$ cat src/rtl/aes_pkg.sv
// rtl/aes_pkg.sv - shared types and constants for the AES request arbiter
package aes_pkg;

  localparam int AES_BLK_W           = 128;
  localparam int AES_TIMEOUT_CYC_DEF = 64;

  typedef enum logic [1:0] {
    ST_IDLE = 2'd0,
    ST_BUSY = 2'd1,
    ST_RESP = 2'd2,
    ST_GAP  = 2'd3
  } aes_state_e;

endpackage

$ cat src/rtl/aes_rr_arb.sv
// rtl/aes_rr_arb.sv - two-way round-robin grant with a priority pointer
module aes_rr_arb (
  input  logic       clk,
  input  logic       rst_n,
  input  logic       en,
  input  logic [1:0] valid,
  input  logic       accept,
  output logic [1:0] gnt,
  output logic       gnt_id
);

  // Index that wins when both sides request; flips to the loser after each accept.
  logic prio;

  always_comb begin
    gnt_id = (valid == 2'b11) ? prio : valid[1];
    gnt    = 2'b00;
    if (en) begin
      gnt = (gnt_id ? 2'b10 : 2'b01) & valid;
    end
  end

  always_ff @(posedge clk or negedge rst_n) begin
    if (!rst_n) begin
      prio <= 1'b0;
    end else if (accept) begin
      prio <= ~gnt_id;
    end
  end

endmodule

$ cat src/rtl/aes_req_arbiter.sv
// rtl/aes_req_arbiter.sv - two-requester front end for a shared AES core
// Optional BUSY timeout enabled by defining AES_ARB_TIMEOUT_EN.
module aes_req_arbiter
  import aes_pkg::*;
#(
  parameter int TIMEOUT_CYC = AES_TIMEOUT_CYC_DEF,
  parameter int CNT_W       = 8
) (
  input  logic                 AES_clk,
  input  logic                 AES_rst_n,
  input  logic                 req0_valid,
  output logic                 req0_ready,
  input  logic [AES_BLK_W-1:0] req0_data,
  input  logic [AES_BLK_W-1:0] req0_key,
  input  logic                 req1_valid,
  output logic                 req1_ready,
  input  logic [AES_BLK_W-1:0] req1_data,
  input  logic [AES_BLK_W-1:0] req1_key,
  output logic                 rsp_valid,
  input  logic                 rsp_ready,
  output logic                 rsp_id,
  output logic [AES_BLK_W-1:0] rsp_data,
  output logic                 rsp_err,
  output logic                 AES_en,
  output logic [AES_BLK_W-1:0] AES_data_in,
  output logic [AES_BLK_W-1:0] AES_key_in,
  input  logic [AES_BLK_W-1:0] AES_data_out,
  input  logic                 AES_data_out_valid
);

  aes_state_e state_q, state_d;
  logic [1:0] gnt;
  logic       gnt_id;
  logic       accept;
  logic       arb_en;
  logic       timeout;

  // Reset is folded in so ready stays low while reset is asserted.
  assign arb_en = (state_q == ST_IDLE) && AES_rst_n;
  assign accept = |gnt;

  aes_rr_arb u_rr_arb (
    .clk    (AES_clk),
    .rst_n  (AES_rst_n),
    .en     (arb_en),
    .valid  ({req1_valid, req0_valid}),
    .accept (accept),
    .gnt    (gnt),
    .gnt_id (gnt_id)
  );

  assign req0_ready = gnt[0];
  assign req1_ready = gnt[1];
  assign AES_en     = (state_q == ST_BUSY);
  assign rsp_valid  = (state_q == ST_RESP);

`ifdef AES_ARB_TIMEOUT_EN
  logic [CNT_W-1:0] cnt_q;
  logic             rsp_err_q;

  assign timeout = (cnt_q == CNT_W'(TIMEOUT_CYC - 1));
  assign rsp_err = rsp_err_q;

  always_ff @(posedge AES_clk or negedge AES_rst_n) begin
    if (!AES_rst_n) begin
      cnt_q     <= '0;
      rsp_err_q <= 1'b0;
    end else begin
      if (accept) begin
        cnt_q <= '0;
      end else if (state_q == ST_BUSY) begin
        cnt_q <= cnt_q + 1'b1;
      end
      if (state_q == ST_BUSY) begin
        if (AES_data_out_valid) begin
          rsp_err_q <= 1'b0;
        end else if (timeout) begin
          rsp_err_q <= 1'b1;
        end
      end
    end
  end
`else
  assign timeout = 1'b0;
  assign rsp_err = 1'b0;
`endif

  always_ff @(posedge AES_clk or negedge AES_rst_n) begin
    if (!AES_rst_n) begin
      state_q <= ST_IDLE;
    end else begin
      state_q <= state_d;
    end
  end

  always_comb begin
    state_d = state_q;
    case (state_q)
      ST_IDLE: if (accept) state_d = ST_BUSY;
      ST_BUSY: if (AES_data_out_valid || timeout) state_d = ST_RESP;
      ST_RESP: if (rsp_ready) state_d = ST_GAP;
      ST_GAP:  state_d = ST_IDLE;
      default: state_d = ST_IDLE;
    endcase
  end

  always_ff @(posedge AES_clk or negedge AES_rst_n) begin
    if (!AES_rst_n) begin
      AES_data_in <= '0;
      AES_key_in  <= '0;
      rsp_id      <= 1'b0;
      rsp_data    <= '0;
    end else begin
      if (accept) begin
        AES_data_in <= gnt_id ? req1_data : req0_data;
        AES_key_in  <= gnt_id ? req1_key  : req0_key;
        rsp_id      <= gnt_id;
      end
      // Core result takes precedence over a same-cycle timeout.
      if (state_q == ST_BUSY) begin
        if (AES_data_out_valid) begin
          rsp_data <= AES_data_out;
        end else if (timeout) begin
          rsp_data <= '0;
        end
      end
    end
  end

endmodule

$ cat config.mk
export PLATFORM = sky130hd
export DESIGN_NAME = aes_req_arbiter
export DESIGN_NICKNAME = d
export VERILOG_FILES = /design/src/rtl/aes_pkg.sv /design/src/rtl/aes_rr_arb.sv /design/src/rtl/aes_req_arbiter.sv
export SDC_FILE = /design/constraint.sdc
export NUM_CORES = 1
export LEC_CHECK = 0
export CAP_MARGIN = 10
export CORE_AREA = 2 2 401 403
export DETAILED_ROUTE_END_ITERATION = 10
export DIE_AREA = 0 0 403 405
export PLACE_DENSITY = 0.35
export SLEW_MARGIN = 10
export SYNTH_ARGS = -nofsm -noshare
export SYNTH_HDL_FRONTEND = slang
export SYNTH_SLANG_ARGS = --single-unit
$ cat constraint.sdc
create_clock -name AES_clk -period 1.9 [get_ports AES_clk]
set_input_delay 0.38 -clock AES_clk [delete_from_list [all_inputs] [get_ports AES_clk]]
set_output_delay 0.38 -clock AES_clk [all_outputs]
set_load 0.02 [all_outputs]
Yosys cells after proc, flatten, opt, wreduce, memory -nomap -nowiden. Index checks and enable logic that the tools add are counted.

Muxes and demuxes: 9. Shifts and indexed selects: 0. $lt $le $gt $ge: 0. Multiply operators: 0. Reduce and logical (&&, ||, !) cells: 5. Eq/ne operators: 7. Bitwise logic cells: 2. Div/mod/pow operators: 0. $add $sub $neg: 0.

Operators with widths (number): $mux W128 (2); $mux W2 (5); $pmux W2 S4 (1); $eq A2 B2 Y1 const B (3); $ne A2 B1 Y1 const B (2); $reduce_and A3 Y1 (1); $and A2 B2 Y2 (1); $eq A2 B1 Y1 const B (1); $logic_not A2 Y1 (1); $ne A2 B2 Y1 const B (1); $reduce_and A2 Y1 (1); $reduce_or A2 Y1 (1); $logic_and A1 B1 Y1 (1); $mux W1 (1); $not A1 Y1 (1).

Memories: 0. Output and inout port bits: 390. Register bits after elaboration: 388. Logic and storage cells: 29. RAM bits: 0. Bits in latches: 0. Bits in read-only memories: 0.

Logic depth before layout (Yosys ltp). Gate-level depths: netlist of the first run.

Word-level depth: 8. Depth in mapped cells: 7.

By module. A second synthesis of the first run with hierarchy kept.

Cell total of the unflattened synthesis: 1412. Area, all modules: 16647.2 um^2.

Modules (own cells, without submodules): aes_req_arbiter (times used 1, cells an instance 1404, area each 16575.9 um^2); aes_rr_arb (times used 1, cells an instance 8, area each 71.3 um^2).

Worst setup path after synthesis of the first run. OpenSTA, ideal clock, no wires.

Path kind: reg2reg. Start: register state_q[0]. End: register state_q[1]. Buffers on the path: 1. Slack: 63 ps. Clock period less this slack: 1837 ps. Cell stages (with the launch flop): 7. Arrival: 1710 ps. Cells stage by stage: dfrtp_1 -> inv_1 -> ha_1 -> o211ai_2 -> buf_6 -> a222oi_1 -> mux2_1.

Cells in the longest elaborated chain, start to end: 6. Elaborated cells on any way between the ends: 12. Classes of those cells: eq/ne: 6; mux: 2; reduce/logical: 4.

RTL lines: start: declaration (RTL line aes_req_arbiter.sv:31) `aes_state_e state_q, state_d;`; start signal: assignment (RTL line aes_req_arbiter.sv:92) `state_q <= state_d;`; $logic_not A2 Y1 (RTL line aes_req_arbiter.sv:39, aes_req_arbiter.sv:98); $logic_and A1 B1 Y1 (RTL line aes_req_arbiter.sv:39) `assign arb_en = (state_q == ST_IDLE) && AES_rst_n;`; $mux W2 (RTL line aes_rr_arb.sv:18) `if (en) begin`; $reduce_or A2 Y1 (RTL line aes_req_arbiter.sv:40) `assign accept = |gnt;`; $ne A2 B2 Y1 (no source line); $reduce_and A3 Y1 (no source line).

Parallel ways exist; a longest one is shown, timed or not. A chain may end at the register's enable or synchronous reset.

Worst setup path after layout of the first run.
Start: register state_q[1]. End: register AES_data_in[14].

Cells in the longest elaborated chain, start to end: 4.

RTL lines: $logic_not A2 Y1 (RTL line aes_req_arbiter.sv:39); $logic_and A1 B1 Y1 (RTL line aes_req_arbiter.sv:39); $mux W2 (RTL line aes_rr_arb.sv:18); $reduce_or A2 Y1 (RTL line aes_req_arbiter.sv:40); end signal: assignment (RTL line aes_req_arbiter.sv:115) `AES_data_in <= gnt_id ? req1_data : req0_data;`; end: declaration (RTL line aes_req_arbiter.sv:25) `output logic [AES_BLK_W-1:0] AES_data_in,`.

No other way between the ends.

==> results.cfg, run 1 <==
[placed_design]
port_buffers = 1034
place.gp.congestion = 0.806
dpl.hpwl_mm = 87.3
dpl.cell_count = 4284
placement.cell_area_um2 = 29800
post-place-ws_ps = -536

[global_routing]
grt_start_max_net_pins = 77
grt_first_pass_wirelength_mm = 146
vias_in_the_first_global_route = 16200
initial_antenna_violation_count = 50
grt_use_total_pct = 13.0
overflow = 0

[pwr]
total_power_uw = 52500
lkg_pwr_uw = 0.0167
power-per-cell-area_nw_per_um2 = 1540
highest_ir_drop_seen_on_vdd_mv = 0.644

[routing]
postRouteWirelength_mm = 115
vias_per_cell = 3.44
drt_first_iter_violations = 855
average_routed_wire_per_standard_cell_um = 25.7
num_vias = 15400
detail-route-antenna-nets = 0
detail_route.drc_violations = 0
detail_route.first_pass.iterations = 5

[logic_synthesis]
async_flop_share_pct = 100
postSynthAreaPerCell_um2 = 13.8
synth_sequential_area_ratio_pct = 60.7
synth.top_cell.area_share_pct = 60.7
post_synth_main_area_contributors = dfrtp_1 (61%), a221o_1 (16%), mux2_2 (9.0%)
ys_ff_latch = 388
yosysUniqueCellTypes = 28
postSynthCellCount = 1157
synth-edff-count = 0
synth_top_cells_by_count = dfrtp_1 (388), a221o_1 (254), and2_0 (227), mux2_2 (128), buf_2 (68)
synthesis.area_um2 = 16000
yosys_warnings = 0
yosys.cell_count.top_type = dfrtp_1
post-synth-top-area-cell = dfrtp_1
post_synth_top_flop = dfrtp_1
synthesis.nets = 1807

[cts]
number_of_clock_buffers_inserted_by_tritoncts = 54
root_buffer_cell = clkbuf_16
tritoncts = yes
clock_tree.htree_level_count = 2
worst_path_clk_slew_ps = 60
clk_latency_ps = 630
cts_sinks = 388
cts-root-to-sink-buffers = 3

[floorplanning]
num_rows = 147
initial_utilization_pct = 10.0
num_io_pins = 1036
die_height_um = 405
core_um2 = 159000
die-area_um2 = 163000
dieWidth_um = 403

[worst_setup_path]
timing.critical_path.fanout_max = 6
rr_worst_depth = 13
worst_r2r_endpoint = AES_data_in[14]
origin_of_the_critical_flop_to_flop_path = state_q[1]
ff2ff_setup_slack_ps = -500
crit_arrival_ps = 2920
worst-setup-path-type = flip-flop to flip-flop
endpoint_kind = flip-flop
worst_ep_required_time_ps = 2410
startpoint_type = flip-flop

[cells_and_area]
syn2layout_area_growth_pct = 114
design.final.nets = 2969
regArea_um2 = 9710
finalNonFillerCells = 4468
layout.cell_area.non_filler_um2 = 34100
n_fill_cell = 17200
multi_input_comb_area_um2 = 6300
fraction_of_final_layout_cells_sized_beyond_drive_strength_1_pct = 25.8

[timing]
final.setup.worst_slack_ps = -502
final-hold-violation-count = 0
fmax_mhz = 416
finalSetupViolCount = 259
final.setup_skew_ps = 18.2
worst_slew_margin_relative_to_its_limit_pct = 63.1
rsz0062_at_grt = yes
layout_worst_path_cycle_share_pct = 126
finalWorstPathRequiredPeriod_ps = 2400
drv_slew = 0
worstMarginPinSlew_ps = 553

[run_status]
result_of_the_run = finished with violations
failed_checks = setup timing

[run]
max_cap_viol_count = 0

[worst_hold_path]
min_path_type = input pin to asynchronous set/reset pin
## report_power, final
group          internal (uW)  total, uW  switching, uW
clock                   6450      10900           4450
sequential             12200      14800           2620
combinational          14000      26700          12700
## metrics by stage
step                      utilization, %  setup TNS (ps)  hold slack (ps)
after floorplan                        -               0             84.4
after global placement              18.7         -129430              202
after detailed placement            18.7         -123540              202
after CTS                           20.3          -91020              187
after global routing                21.4         -118690              204
final                               21.4          -92210              263
## layer usage
metal  global-route usage [%]  share of wire, %  vias up
li1                         -                 -     6738
met1                     15.2                40     7788
met2                     22.2                50      649
met3                     3.95               6.7      157
met4                     4.91               2.8       22
met5                        0              0.13        -
## worst max-delay path by stage
stage | slack (ps) | to | cells past startpoint | start
4_1_cts | -610 | req1_ready | 8 | state_q[1]
6_report | -500 | AES_data_in[14] | 13 | state_q[1]
5_1_grt | -640 | req1_ready | 8 | state_q[1]
2_1_floorplan | 60 | state_q[1] | 6 | state_q[0]
3_5_place_dp | -540 | req1_ready | 7 | req1_valid
3_3_place_gp | -570 | req1_ready | 7 | req1_valid
## area by class of cell
class,count,share of cell area (%)
repair buffers,1205,39.8
flip-flops and latches,388,28.5
multi-input cells,665,18.4
well taps,2086,7.65
clock buffers,78,4.75
clock inverters,22,0.704
diodes,19,0.139
inverters,5,0.0550
## state kept, by name, indices dropped and copies added, names as in the netlist
| register | count |
|---|---|
| AES_data_in | 128 |
| AES_key_in | 128 |
| rsp_data | 128 |
| state_q | 2 |
| rsp_id | 1 |
| u_rr_arb.prio | 1 |
## cells by family (layout without fill, tap and decap cells)
| logic type | after synthesis | in the layout | share of synthesized area [%] |
|---|---|---|---|
| compound gates | 267 | 267 | 16.5 |
| buf+inv | 104 | 1310 | 3.05 |
| fa+ha+maj | 4 | 4 | 0.313 |
| simple gates | 263 | 263 | 10.2 |
| mux | 130 | 130 | 9.15 |
| other cells | 1 | 20 | 0.0235 |
| flops | 388 | 388 | 60.7 |
## worst max-delay path, stage by stage, from the launching register on
cell and delay, ps:
dfrtp_1 380, inv_2 80, ha_4 160, buf_12 120
buf_4 100, buf_6 90, buf_4 110, o211ai_4 150
buf_12 210, buf_16 160, buf_12 150, buf_16 120
and2_4 140, a221o_1 260
## placed cells by master (no fill, tap or decap), types with 4 or more instances in the layout
master and instances:
buf_4 60, dlygate4sd2_1 104, clkdlybuf4s15_1 14, clkbuf_1 6, and2_1 44, diode_2 19, clkdlybuf4s50_1 644, buf_6 21
clkbuf_16 74, dlymetal6s2s_1 233, buf_12 44, clkdlybuf4s15_2 32, buf_8 12, buf_16 19, and2_4 162, bufinv_16 4
dfrtp_1 384, and2_0 48, clkinv_2 11, mux2_2 128, dfrtp_2 4, a221o_1 254, clkbuf_8 18
## what timing repair did
item	4_1_cts	5_1_grt
endpoints found under the setup margin	643	565
resized for setup	281	537
pin swaps	3	12
endpoints found under the hold margin	75	0
gates cloned	15	23
setup buffers	13	18
hold buffers	1	0
No activity file was read; power rests on OpenSTA's default activity.
==> inputs of run 2 (changes only) <==
SLEW_MARGIN = 5   (was 10)
==> results of run 2 <==
No change in the layout: final DEF, timing and power equal those of run 1.
==> inputs of run 3 (changes only) <==
HOLD_SLACK_MARGIN = 0.15   (was unset)
==> results of run 3 <==
No change in the layout: final DEF, timing and power equal those of run 1.
==> RTL change 1, RTL diff (settings of run 2) <==
The package constant `AES_BLK_W` goes from 128 to 120.
--- a/src/rtl/aes_pkg.sv
+++ b/src/rtl/aes_pkg.sv
@@ -1,7 +1,7 @@
 // rtl/aes_pkg.sv - shared types and constants for the AES request arbiter
 package aes_pkg;
 
-  localparam int AES_BLK_W           = 128;
+  localparam int AES_BLK_W           = 120;
   localparam int AES_TIMEOUT_CYC_DEF = 64;
 
   typedef enum logic [1:0] {
Ports: changed (8 resized); port bits go from 1036 to 972. No check against the original RTL was run, so the function may have changed too.
==> RTL change 1 against run 2 <==
  * The run still ends with setup timing left
  * Worst setup slack better by 0.18 ns
  * Final area down 12%
  * Routed wire length down 5.6%
  * Sequential cell count down 24
  * Non-clock buffer count down 114
  * Synthesized area down 6.1%
  * Power down 14%
==> RTL change 1: results (changes against run 2) <==
global_route:
  track_usage: 0.1246  # -0.005274
  grt_pass1_vias: 14985  # -7.6%
  grt_util_met1: 0.1505  # -0.001342
  grt_max_degree: 103  # +34%
  grt_pass1_wl_um: 139400  # -4.6%
  gr-usage-met2: 0.2100  # -0.01199
  antenna_found_initial: 67  # +34%
  use_met3: 0.04717  # +0.007658
status:
  outcome: "complete, but fails checks"
  violations: "setup timing"
sta:
  worst_pin_slew_ns: 0.9174  # +0.3644 ns
  finalSetupTns_ns: -13.04  # +79.17 ns
  fin_worst_skew_ns: 0.02692  # +0.008689 ns
  setup_slack_ns: -0.3172  # +0.1846 ns
  finalSetupViolCount: 134  # -48%
cells_and_area:
  reg_top3: "AES_data_in (120), AES_key_in (120), rsp_data (120)"
  layout-drive-gt1-share: 0.1703  # -0.08738
  finalNetCount: 2750  # -7.4%
  fin_cells: 4274  # -4.3%
  nFillCells: 17500  # +1.8%
yosys:
  synth-compound-area-share: 0.1657  # +0.0008558
  synthAdderAreaFrac: 0.003334  # +0.0002031
  synth_common_cells: "364 x dfrtp_1, 238 x a221o_1, 223 x and2_0"
  ys_seq_area_frac: 0.6069  # -0.0006150
  synth.avg_cell_area_um2: 13.81  # about the same
  synth_cell_types: 30  # +7.1%
  synth_mux_area_frac: 0.09145  # about the same
  synthTopCellsByArea: "dfrtp_1 61%, a221o_1 16%, and2_0 9.3%, mux2_2 9.0%, buf_2 1.9%"
  synth_nets: 1697  # -6.1%
  ys_warn_count: 0  # unchanged
clocking:
  clk_latency_ns: 0.65  # +0.02 ns
  cts_buffer_depth: 3  # unchanged
  cts_buffers: 53  # -1.9%
critical_path:
  critPathMaxFanout: 2  # -4
  critPathTopFamily: "buffers and inverters"
  critPathArrivalTime_ns: 1.84  # -1.08 ns
  slowest_stage: "dfrtp_1"
power_and_ir_drop:
  leakage_nw: 12.72  # -24%
  p_clk_mw: 10.4  # -5%
  sw_frac_of_total: 0.3910  # +0.01405
  p_comb_frac: 0.472  # -0.038
  ir_drop_mv: 0.6488  # +0.66%
  power.switching_mw: 17.74  # -10%
routing:
  dr_wl_met3_um: 9163  # +18%
  drt_pre_antenna_iters: 4  # -1
  drtIter0Drc: 624  # -27%
  wl_met2_um: 52510  # -9.4%
  vias: 14204  # -7.5%
  wl_per_cell_um: 25.37  # -1.3%
  wl_met1_um: 44600  # -2.5%
  top_layer_used: "met5"
worst_hold_path:
  worstHoldPathType: "in -> reg"
place:
  globalplace.congestion: 0.7656  # -5.1%
  place_area_um2: 28010  # -6.0%
  port_buffers: 970  # -6.2%
  dpl.cell_count: 4145  # -3.2%
  dp.final_hpwl_um: 84690  # -3.0%
  pre_cts_slack_ns: -0.4716  # +0.06477 ns
[RTL change 1: cell types whose count changed in the layout (fill, tap and decap cells not counted), sizes merged, moves of 16 or more]
cell and change:
clkdlybuf4s50 -40, clkdlybuf4s15 -18, dlygate4sd2 +216, dfrtp -24, buf -28, a221o -16, and2 -16, dlymetal6s2s -233
[RTL change 1: kinds of logic after synthesis]
group                      after synthesis
DFF                                    364
AOI/OAI and AO/OA                      251
and+or+nand+nor                        247
muxes                                  122
buffers and inverters                   98
adders and majority gates                4
other                                    1
[RTL change 1: final timing paths]
path                       cells after the start    startpoint              end  slack [ns]
setup / recovery                               7    state_q[0]       req1_ready       -0.32
hold / removal                                 4     AES_rst_n           rsp_id        0.21
setup reg to reg                              10    state_q[0]   AES_key_in[44]       -0.15
hold reg to reg                                1  rsp_data[12]     rsp_data[12]        0.50
max in group asynchronous                      5     AES_rst_n   AES_key_in[36]        0.11
min in group asynchronous                      4     AES_rst_n  AES_data_in[81]        0.74
[RTL change 1: area by class of cell]
cell class                 count  area, um2  share of cell area
clock inverter                18      226.5            0.007528
tap                         2086       2610             0.08676
clock buffer                  75       1560             0.05187
multi-input combinational    625       5528              0.1838
sequential                   364       9111              0.3029
antenna                       10      25.02           0.0008318
timing repair buffer        1091      11000              0.3658
inverter                       5      18.77           0.0006239
[RTL change 1: what timing repair did]
item                       4_1_cts  5_1_grt
setup endpoints to repair      523      246
resized for setup              423       27
cloned                           2       11
setup buffers                    9        7
hold buffers                     1        0
pin swaps                        4        3
hold endpoints to repair        37        0
[RTL change 1: worst reg2reg max path, cell delays in order, from the launching register on]
cell,delay (ns)
dfrtp_1,0.38
inv_2,0.08
ha_4,0.14
buf_6,0.10
buf_4,0.14
o211ai_4,0.15
buf_12,0.17
clkbuf_16,0.18
buf_4,0.18
and2_0,0.15
a221o_1,0.26
==> RTL change 2, RTL diff (settings of run 2) <==
Without the edit above. Register the inputs `req0_key` and `req1_key` before use, with the module's reset. The logic sees them one clock later. The other inputs are not delayed to match.
--- a/src/rtl/aes_req_arbiter.sv
+++ b/src/rtl/aes_req_arbiter.sv
@@ -27,6 +27,19 @@
   input  logic [AES_BLK_W-1:0] AES_data_out,
   input  logic                 AES_data_out_valid
 );
+
+  logic [AES_BLK_W-1:0] req0_key_q;
+  logic [AES_BLK_W-1:0] req1_key_q;
+
+  always_ff @(posedge AES_clk or negedge AES_rst_n) begin
+    if (!AES_rst_n) begin
+      req0_key_q <= '0;
+      req1_key_q <= '0;
+    end else begin
+      req0_key_q <= req0_key;
+      req1_key_q <= req1_key;
+    end
+  end
 
   aes_state_e state_q, state_d;
   logic [1:0] gnt;
@@ -113,7 +126,7 @@
     end else begin
       if (accept) begin
         AES_data_in <= gnt_id ? req1_data : req0_data;
-        AES_key_in  <= gnt_id ? req1_key  : req0_key;
+        AES_key_in  <= gnt_id ? req1_key_q : req0_key_q;
         rsp_id      <= gnt_id;
       end
       // Core result takes precedence over a same-cycle timeout.
Function: changed (a bounded check fails within 4 cycles, from zero or initial values and one cycle with AES_rst_n low).
==> RTL change 2 against run 2 <==
  * The flow still finishes with violations (setup timing)
  * Final area grew 20%
  * Synthesized area rose by 40%
  * Sequential cell count up 256
  * Sequential share of layout area is 11 points higher
  * Power is 16% higher
  * Maximum frequency grew 3.3%
  * Routed wire length is 1.8% higher
  * Worst setup slack better by 0.076 ns
  * Cell count grew 7.3%
  * Critical path type unchanged
  * Critical endpoint is now state_q[1]
  * Largest cell class is now registers
==> RTL change 2: results (changes against run 2) <==
power_and_ir_drop:
  intPower_mw: 39.38  # +20%
  leakage_nw: 17.77  # +6.5%
  ir_drop_mv: 0.7960  # +24%
sta:
  finalSetupViolCount: 388  # +50%
  fin_worst_skew_ns: 0.03568  # +0.01744 ns
  finalSetupTns_ns: -88.07  # +4.140 ns
  setup_slack_ns: -0.4259  # +0.07587 ns
  worst_pin_slew_ns: 1.016  # +0.4631 ns
status:
  outcome: "complete, but fails checks"
  violations: "setup timing"
cells_and_area:
  nFillCells: 16568  # -3.7%
  layout-drive-gt1-share: 0.1973  # -0.06046
  finalNetCount: 3288  # +11%
global_route:
  grt_pass1_wl_um: 156800  # +7.3%
  antenna_found_initial: 32  # -36%
  grt_max_degree: 167  # +120%
  track_usage: 0.1351  # +0.005243
  grt_pass1_vias: 19670  # +21%
yosys:
  synth.avg_cell_area_um2: 15.84  # +15%
  synth_nets: 2063  # +14%
  synthTopCellsByArea: "dfrtp_1 72%, a221o_1 11%, mux2_2 6.4%, and2_0 6.4%, buf_2 1.5%"
  ys_seq_area_frac: 0.7198  # +0.1123
  synth_common_cells: "644 x dfrtp_1, 254 x a221o_1, 230 x and2_0"
critical_path:
  critPathArrivalTime_ns: 2.88  # -0.04 ns
  critPathMaxFanout: 7  # +1
place:
  globalplace.congestion: 0.8323  # +3.2%
  dpl.cell_count: 4525  # +5.6%
  dp.final_hpwl_um: 80810  # -7.4%
  place_area_um2: 35970  # +21%
routing:
  viasPerCell: 3.700  # +7.7%
  vias: 17736  # +16%
  drt_pre_antenna_iters: 4  # -1
  wirelength_um: 116900  # +1.8%
worst_hold_path:
  worstHoldPathType: "in -> reg"
clocking:
  clk_latency_ns: 0.67  # +0.04 ns
  cts_buffers: 82  # +52%
  clkSlewWorstSetupHoldPaths_ns: 0.06  # about the same
  h-tree-depth: 3  # +1
run:
  maxCapViolations: 0  # unchanged
-- RTL change 2: cell types whose count changed after synthesis, sizes merged --
cell | run 2 | this run
dfrtp | 388 | 644
-- RTL change 2: stage by stage --
stage	util	hold WS, ns	power (mW)	worst slack [ns]
CTS	0.2539	0.02379	61.56	-0.5648
floorplan	-	0.08441	31.31	0.06297
global route	0.2574	0.06052	64.42	-0.5696
finish	0.2574	0.1120	61.08	-0.4259
detailed placement	0.2258	0.1653	45.56	-0.5981
global placement	0.2258	0.1630	45.30	-0.5992
-- RTL change 2: power by group through the flow --
stage	Sequential [mW]	Clock, mW	Combinational (mW)
global route	20.8	17.3	26.3
floorplan	24.8	0	6.53
finish	20.3	16.1	24.7
global placement	20.5	0	24.8
CTS	20.3	16.8	24.5
detailed placement	20.5	0	25.0
-- RTL change 2: cell type report --
cell class	count	area, um2	share of cell area
sequential	644	16120	0.3932
timing repair buffer	1240	13520	0.3299
multi-input combinational	665	5923	0.1445
tap	2086	2610	0.06367
clock buffer	121	2389	0.05826
clock inverter	27	399.1	0.009736
inverter	5	18.77	0.0004578
antenna	5	12.51	0.0003052
-- RTL change 2: worst paths after layout --
path                                startpoint              end  slack (ns)  depth (start not counted)
worst max-delay path                state_q[0]       state_q[1]       -0.43                         11
worst min-delay path                 AES_rst_n    u_rr_arb.prio        0.11                          3
worst max register to register      state_q[0]       state_q[1]       -0.43                         11
worst min register to register  req1_key_q[79]   AES_key_in[79]        0.46                          1
max in group asynchronous            AES_rst_n  AES_key_in[125]        0.66                          3
min in group asynchronous            AES_rst_n   req0_key_q[63]        0.23                          3
-- RTL change 2: routing by layer --
layer	GRT usage	vias up	part of all wire
met5	0	-	0.0012
met4	0.03640	22	0.023
met3	0.05234	184	0.086
met2	0.2483	741	0.53
met1	0.1427	9105	0.36
li1	-	7684	-
-- RTL change 2: repair_timing --
action	CTS	global route
hold endpoints to repair	2	0
hold buffers	2	0
buffers inserted	51	16
endpoints found under the setup margin	640	396
pin swaps	18	16
gates cloned	39	25
resized for setup	636	96
-- RTL change 2: cells by family after synthesis --
family                     after synthesis  share of synthesized area
AOI/OAI and AO/OA                      267                     0.1177
adders and majority gates                4                   0.002235
buffers and inverters                  104                    0.02174
DFF                                    644                     0.7198
muxes                                  130                    0.06533
other                                    1                  0.0001675
and+or+nand+nor                        263                    0.07304
-- RTL change 2: worst max-delay path: cells and delay by family, from the launching register on --
kind | cells | cell delay [ns]
muxes | 1 | 0.36
buffers and inverters | 7 | 0.85
AOI/OAI and AO/OA | 2 | 0.41
DFF | 1 | 0.39
adders and majority gates | 1 | 0.16
